--- src/rtl/accelerator_matrix_vector_convolution_engine.sv ---
// Row-wise 1-D convolution engine: each streamed row of A is convolved with
// vector B using a signed fixed-point MAC. The result saturates to DATA_SIZE bits
// when it is emitted.
//
// State table
//   IDLE   | wait for START; latch sizes and mode, or reject the job
//   LOAD_B | store SIZE_B elements of B
//   LOAD_A | store one row of SIZE_J elements of A
//   MAC    | SIZE_B cycles, one product B[m]*A[k-m] per cycle
//   EMIT   | present the saturated result, clear the accumulator
//   DONE   | one-cycle READY pulse
//
// Ports
//   CLK, RST                  clock, synchronous active-high reset
//   START, MODE               job start pulse; 0 = FULL, 1 = VALID
//   SIZE_I_IN/J_IN/B_IN       rows of A, columns of A, length of B
//   DATA_A_IN(_ENABLE)        A elements in row-major order
//   DATA_B_IN(_ENABLE)        B elements, index 0 first
//   READY, ERROR              job finished / last job rejected
//   DATA_OUT                  result element (holds between emissions)
//   DATA_OUT_SCALAR_ENABLE    DATA_OUT valid
//   DATA_OUT_VECTOR_ENABLE    last element of an output row
module accelerator_matrix_vector_convolution_engine #(
    parameter int DATA_SIZE = 16,
    parameter int MAX_SIZE  = 16
) (
    input  logic                 CLK,
    input  logic                 RST,
    input  logic                 START,
    output logic                 READY,
    output logic                 ERROR,
    input  logic                 MODE,
    input  logic [DATA_SIZE-1:0] SIZE_I_IN,
    input  logic [DATA_SIZE-1:0] SIZE_J_IN,
    input  logic [DATA_SIZE-1:0] SIZE_B_IN,
    input  logic                 DATA_A_IN_ENABLE,
    input  logic [DATA_SIZE-1:0] DATA_A_IN,
    input  logic                 DATA_B_IN_ENABLE,
    input  logic [DATA_SIZE-1:0] DATA_B_IN,
    output logic [DATA_SIZE-1:0] DATA_OUT,
    output logic                 DATA_OUT_SCALAR_ENABLE,
    output logic                 DATA_OUT_VECTOR_ENABLE
);
    localparam int AW   = (MAX_SIZE > 1) ? $clog2(MAX_SIZE) : 1;
    // k reaches up to 2*MAX_SIZE-2, so counters carry two extra bits
    localparam int CW   = AW + 2;
    localparam int PW   = 2 * DATA_SIZE;
    localparam int ACCW = PW + $clog2(MAX_SIZE);
    localparam logic signed [ACCW-1:0] SAT_HI = {{(ACCW-DATA_SIZE+1){1'b0}}, {(DATA_SIZE-1){1'b1}}};
    localparam logic signed [ACCW-1:0] SAT_LO = {{(ACCW-DATA_SIZE+1){1'b1}}, {(DATA_SIZE-1){1'b0}}};

    typedef enum logic [2:0] {IDLE, LOAD_B, LOAD_A, MAC, EMIT, DONE} state_t;
    state_t state, state_next;

    logic                        mode;
    logic                        error_r;
    logic [DATA_SIZE-1:0]        size_i, row;
    logic [CW-1:0]               size_j, size_b, cnt, k, m;
    logic signed [DATA_SIZE-1:0] a_buf [MAX_SIZE];
    logic signed [DATA_SIZE-1:0] b_buf [MAX_SIZE];
    logic signed [ACCW-1:0]      acc;
    logic [DATA_SIZE-1:0]        hold;

    logic                        reject;
    logic [CW-1:0]               first_k, last_k;
    logic signed [CW:0]          idx;
    logic                        a_valid;
    logic signed [DATA_SIZE-1:0] a_term;
    logic signed [PW-1:0]        prod;
    logic [DATA_SIZE-1:0]        sat_val;

    assign reject = (SIZE_I_IN == '0) || (SIZE_J_IN == '0) || (SIZE_B_IN == '0) ||
                    (SIZE_J_IN > DATA_SIZE'(MAX_SIZE)) || (SIZE_B_IN > DATA_SIZE'(MAX_SIZE)) ||
                    (MODE && (SIZE_J_IN < SIZE_B_IN));

    assign first_k = mode ? (size_b - CW'(1)) : '0;
    assign last_k  = mode ? (size_j - CW'(1)) : (size_j + size_b - CW'(2));

    // A index k-m; negative or >= SIZE_J means the zero-padded region
    assign idx     = $signed({1'b0, k}) - $signed({1'b0, m});
    assign a_valid = !idx[CW] && (idx[CW-1:0] < size_j);
    assign a_term  = a_valid ? a_buf[idx[AW-1:0]] : '0;
    assign prod    = PW'(a_term) * PW'(b_buf[m[AW-1:0]]);

    assign sat_val = (acc > SAT_HI) ? SAT_HI[DATA_SIZE-1:0] :
                     (acc < SAT_LO) ? SAT_LO[DATA_SIZE-1:0] : acc[DATA_SIZE-1:0];

    always_ff @(posedge CLK) begin
        if (RST) state <= IDLE;
        else     state <= state_next;
    end

    always_comb begin
        state_next = state;
        case (state)
            IDLE:   if (START) state_next = reject ? DONE : LOAD_B;
            LOAD_B: if (DATA_B_IN_ENABLE && (cnt == size_b - CW'(1))) state_next = LOAD_A;
            LOAD_A: if (DATA_A_IN_ENABLE && (cnt == size_j - CW'(1))) state_next = MAC;
            MAC:    if (m == size_b - CW'(1)) state_next = EMIT;
            EMIT: begin
                if (k != last_k)                       state_next = MAC;
                else if (row != size_i - DATA_SIZE'(1)) state_next = LOAD_A;
                else                                   state_next = DONE;
            end
            DONE:   state_next = IDLE;
            default: state_next = IDLE;
        endcase
    end

    always_comb begin
        READY                  = (state == DONE);
        DATA_OUT_SCALAR_ENABLE = (state == EMIT);
        DATA_OUT_VECTOR_ENABLE = (state == EMIT) && (k == last_k);
        DATA_OUT               = (state == EMIT) ? sat_val : hold;
        ERROR                  = error_r;
    end

    // Buffers are not reset; they are always fully rewritten before use.
    always_ff @(posedge CLK) begin
        if (state == LOAD_B && DATA_B_IN_ENABLE) b_buf[cnt[AW-1:0]] <= DATA_B_IN;
        if (state == LOAD_A && DATA_A_IN_ENABLE) a_buf[cnt[AW-1:0]] <= DATA_A_IN;
    end

    always_ff @(posedge CLK) begin
        if (RST) begin
            mode    <= 1'b0;
            error_r <= 1'b0;
            size_i  <= '0;
            size_j  <= '0;
            size_b  <= '0;
            row     <= '0;
            cnt     <= '0;
            k       <= '0;
            m       <= '0;
            acc     <= '0;
            hold    <= '0;
        end else begin
            case (state)
                IDLE: if (START) begin
                    error_r <= reject;
                    if (!reject) begin
                        mode   <= MODE;
                        size_i <= SIZE_I_IN;
                        size_j <= CW'(SIZE_J_IN);
                        size_b <= CW'(SIZE_B_IN);
                        row    <= '0;
                        cnt    <= '0;
                        acc    <= '0;
                    end
                end
                LOAD_B: if (DATA_B_IN_ENABLE) begin
                    cnt <= (cnt == size_b - CW'(1)) ? '0 : cnt + CW'(1);
                end
                LOAD_A: if (DATA_A_IN_ENABLE) begin
                    if (cnt == size_j - CW'(1)) begin
                        cnt <= '0;
                        k   <= first_k;
                        m   <= '0;
                    end else begin
                        cnt <= cnt + CW'(1);
                    end
                end
                MAC: begin
                    acc <= acc + ACCW'(prod);
                    m   <= m + CW'(1);
                end
                EMIT: begin
                    hold <= sat_val;
                    acc  <= '0;
                    m    <= '0;
                    if (k != last_k) k <= k + CW'(1);
                    else if (row != size_i - DATA_SIZE'(1)) begin
                        row <= row + DATA_SIZE'(1);
                        cnt <= '0;
                    end
                end
                default: ;
            endcase
        end
    end
endmodule

--- config.mk ---
export PLATFORM = sky130hd
export DESIGN_NAME = accelerator_matrix_vector_convolution_engine
export DESIGN_NICKNAME = d
export VERILOG_FILES = /design/src/rtl/accelerator_matrix_vector_convolution_engine.sv
export SDC_FILE = /design/constraint.sdc
export NUM_CORES = 2
export LEC_CHECK = 0
export ABC_AREA = 1
export CORE_MARGIN = 1.5
export CORE_UTILIZATION = 35
export DETAILED_ROUTE_END_ITERATION = 6
export PLACE_DENSITY = 0.52
export REMOVE_ABC_BUFFERS = 1
export SETUP_SLACK_MARGIN = 0.02
export SYNTH_ARGS = -nofsm -noshare
export SYNTH_HDL_FRONTEND = slang
export SYNTH_SLANG_ARGS = --single-unit
--- constraint.sdc ---
create_clock -name CLK -period 9.8 [get_ports CLK]
set_input_delay 2.94 -clock CLK [delete_from_list [all_inputs] [get_ports CLK]]
set_output_delay 2.94 -clock CLK [all_outputs]
set_load 0.1 [all_outputs]
==> results by group <==
Synth
  • Async SR Flop Fraction: 0%
  • Syn Area/Cell: 9.630 µm²
  • Top_reg_cell synth: sky130_fd_sc_hd__edfxtp_1
  • Part of the Yosys area used for sequential elements: 43.82%
  • Instance count of the mapped netlist: 4227
  • Post-synthesis sequential element count: 635
  • Yosys warning total: 0
  • Cell area after technology mapping: 0.04071 mm²
  • Cell variety after synth: 52
  • Number of synthesized flops with an enable pin: 512

Timing
  • Slew at the pin with the worst max-slew slack: 1.053 ns
  • Setup violation total in the final timing report: 0
  • Fmax: 0.1088 GHz
  • Crit share post-route: 93.76%
  • Worst hold slack across all endpoints: 0.4672 ns
  • Final Hold Vio Count: 0
  • Setup repair after global routing missed its margin: no
  • Pins Over Slew Limit: 0
  • Worst clock skew: 0.02571 ns
  • Max-Slew Margin vs Limit: 29.63%
  • Sum of negative setup slack: 0 ns
  • Post-route minimum period: 9.189 ns

Floorplan
  • Initial Utilization: 35.46%
  • I/O pin total: 106
  • Die height: 344.0 µm
  • Total die area: 0.1184 mm²
  • Placeable core region: 0.1148 mm²
  • Chip Width: 344.0 µm
  • Cell row count: 124

Drt
  • Detailed-route via count: 28944
  • Vias per inst: 4.920
  • Number of DRC markers in iteration 0: 1887
  • Post-detailed-route DRC marker count: 0
  • Post-route ant nets: 0
  • Number of iterations in the first detailed-routing pass: 5
  • Wirelength per Cell: 18.59 µm
  • Total Wirelength: 109400 µm

Worst setup path
  • Launching element type of the critical path: flip-flop
  • Delay of the slowest cell on the worst path: 0.61 ns
  • Worst endpoint data arrival time: 9.74 ns
  • Start-to-end type of the worst setup path: reg2reg
  • Endpoint class of the critical path: flip-flop
  • Critical path data required time: 10.35 ns
  • Maximum fanout count along the critical path: 16
  • Standard cell with the maximum stage delay on the critical path: sky130_fd_sc_hd__fa_1

Clock tree
  • Number of clock buffers inserted by TritonCTS: 73
  • Total setup buffers inserted after CTS: 0
  • TritonCTS clock tree: done
  • Post-CTS resize count: 0
  • Clk_lat worst skew: 0.64 ns
  • Clock Root Buffer: sky130_fd_sc_hd__clkbuf_16
  • Number of hold buffers added after cts: 0
  • CTS sink count: 635
  • Maximum number of buffers from clock root to sink: 3
  • Register clock-pin slew on the reported worst setup and hold paths: 0.06 ns
  • CTS H-tree lvls: 3

Global routing
  • Final global-route overflow total: 0
  • Antenna violations before repair: 4
  • Vias in the first global route: 28896
  • Total routing resource utilization after global routing: 18.80%
  • Maximum number of pins on one net before global-route repair: 84
  • Wire length of the first global-routing pass: 170600 µm

Cells and area
  • Area of combinational cells with multiple inputs: 0.01934 mm²
  • Fill cell count: 11440
  • Fraction of final layout cells sized beyond drive strength 1: 6.981%
  • Utilization of the core after routing: 39.98%
  • Layout net count: 4864
  • Commonest non-fill, non-tap cell in the layout: sky130_fd_sc_hd__inv_1
  • Area of all sequential standard cells: 0.01784 mm²
  • Layout area overhead: 12.77%
  • Most used cells in the layout excluding fill and tap cells: sky130_fd_sc_hd__inv_1 (737), sky130_fd_sc_hd__nand2_1 (672), sky130_fd_sc_hd__edfxtp_1 (512)

Worst hold path
  • Hold WC Path Type: reg2reg

Status
  • Status: complete, no violations

Place
  • Total of buffers placed on input and output ports: 105
  • Routability congestion estimate from global placement: 0.8959
  • Placed wire-length estimate: 76850 µm

Job
  • Max-Cap Viols: 0
==> path summary, 6_finish.rpt <==
kind / startpoint / end / slack, ns / cells past startpoint
max: m[2]$_SDFFE_PP0P_ / acc[26]$_SDFFE_PP0P_ / 0.61 / 33
min: size_i[15]$_SDFFE_PP0P_ / size_i[15]$_SDFFE_PP0P_ / 0.47 / 2
max reg2reg: m[2]$_SDFFE_PP0P_ / acc[26]$_SDFFE_PP0P_ / 0.61 / 33
min reg2reg: size_i[15]$_SDFFE_PP0P_ / size_i[15]$_SDFFE_PP0P_ / 0.47 / 2
==> layout make-up <==
| cell class | instances | share of cell area [%] |
|---|---|---|
| clock buffers | 90 | 4.276 |
| flip-flops and latches | 635 | 38.87 |
| inverters | 762 | 6.236 |
| multi-input cells | 2662 | 42.12 |
| well taps | 1512 | 4.121 |
| clock inverters | 44 | 0.8177 |
| diodes | 2 | 0.01090 |
| repair buffers | 176 | 3.549 |
==> cell families after synthesis <==
family          after synthesis  share of synthesized area (%)
xor+xnor                     56                          1.223
compound gates              652                          8.563
buf+inv                     930                          8.990
simple gates               1366                          14.14
fa+ha+maj                   468                          20.23
flops                       635                          43.82
mux                         120                          3.037
==> cell usage after synthesis (39+ instances only) <==
master                       n  share of area (%)
sky130_fd_sc_hd__inv_1     737                6.8
sky130_fd_sc_hd__nand2_1   672                6.2
sky130_fd_sc_hd__edfxtp_1  512                 38
sky130_fd_sc_hd__nor2_1    333                3.1
sky130_fd_sc_hd__fa_1      317                 16
sky130_fd_sc_hd__a21oi_1   315                3.9
sky130_fd_sc_hd__o21ai_0   247                3.0
sky130_fd_sc_hd__nand3_1   239                2.9
sky130_fd_sc_hd__ha_1      151                4.6
sky130_fd_sc_hd__dfxtp_1   123                6.0
sky130_fd_sc_hd__mux2i_1    92                2.3
sky130_fd_sc_hd__buf_2      74               0.91
sky130_fd_sc_hd__clkbuf_1   65               0.60
sky130_fd_sc_hd__nand4_1    49               0.75
sky130_fd_sc_hd__xor2_1     39               0.84
==> layer usage <==
layer  up-vias  track usage (%)  share of wire, %
li1      13955                -                 -
met1     14219            25.50                45
met2       618            31.89                49
met3       146            2.320               4.6
met4         6            4.651               2.1
met5         -                0             0.034
==> critical path, delay by kind of cell, from the launching register on <==
kind,cells,cell delay [ns]
and+or+nand+nor,7,1.37
adders and majority gates,9,4.15
DFF,1,0.46
buffers and inverters,7,1.08
xor gates and xnor gates,1,0.36
AOI/OAI and AO/OA,9,1.64
==> registers in the layout, indices dropped and copies added (netlist names), named ones only <==
| register | flops |
|---|---|
| ERROR | 1 |
| a_buf | 256 |
| acc | 36 |
| b_buf | 256 |
| cnt | 6 |
| hold | 16 |
| k | 6 |
| m | 6 |
| mode | 1 |
| row | 16 |
| size_b | 6 |
| size_i | 16 |
| size_j | 6 |
| state | 3 |
==> metrics by stage <==
| step | instance area [µm²] | worst slack (ns) | instances |
|---|---|---|---|
| 5_1_grt | 45900 | 0.09853 | 5881 |
| 3_5_place_dp | 43560 | 0.7764 | 5747 |
| 6_report | 45910 | 0.6113 | 5883 |
| 2_1_floorplan | 39910 | -0.5174 | 4059 |
| 3_3_place_gp | 43560 | 0.8176 | 5747 |
| 4_1_cts | 45900 | 0.7434 | 5881 |
Power is not shown: default switching activity piles up to over one toggle a cycle in this logic, so the estimate is an artifact.
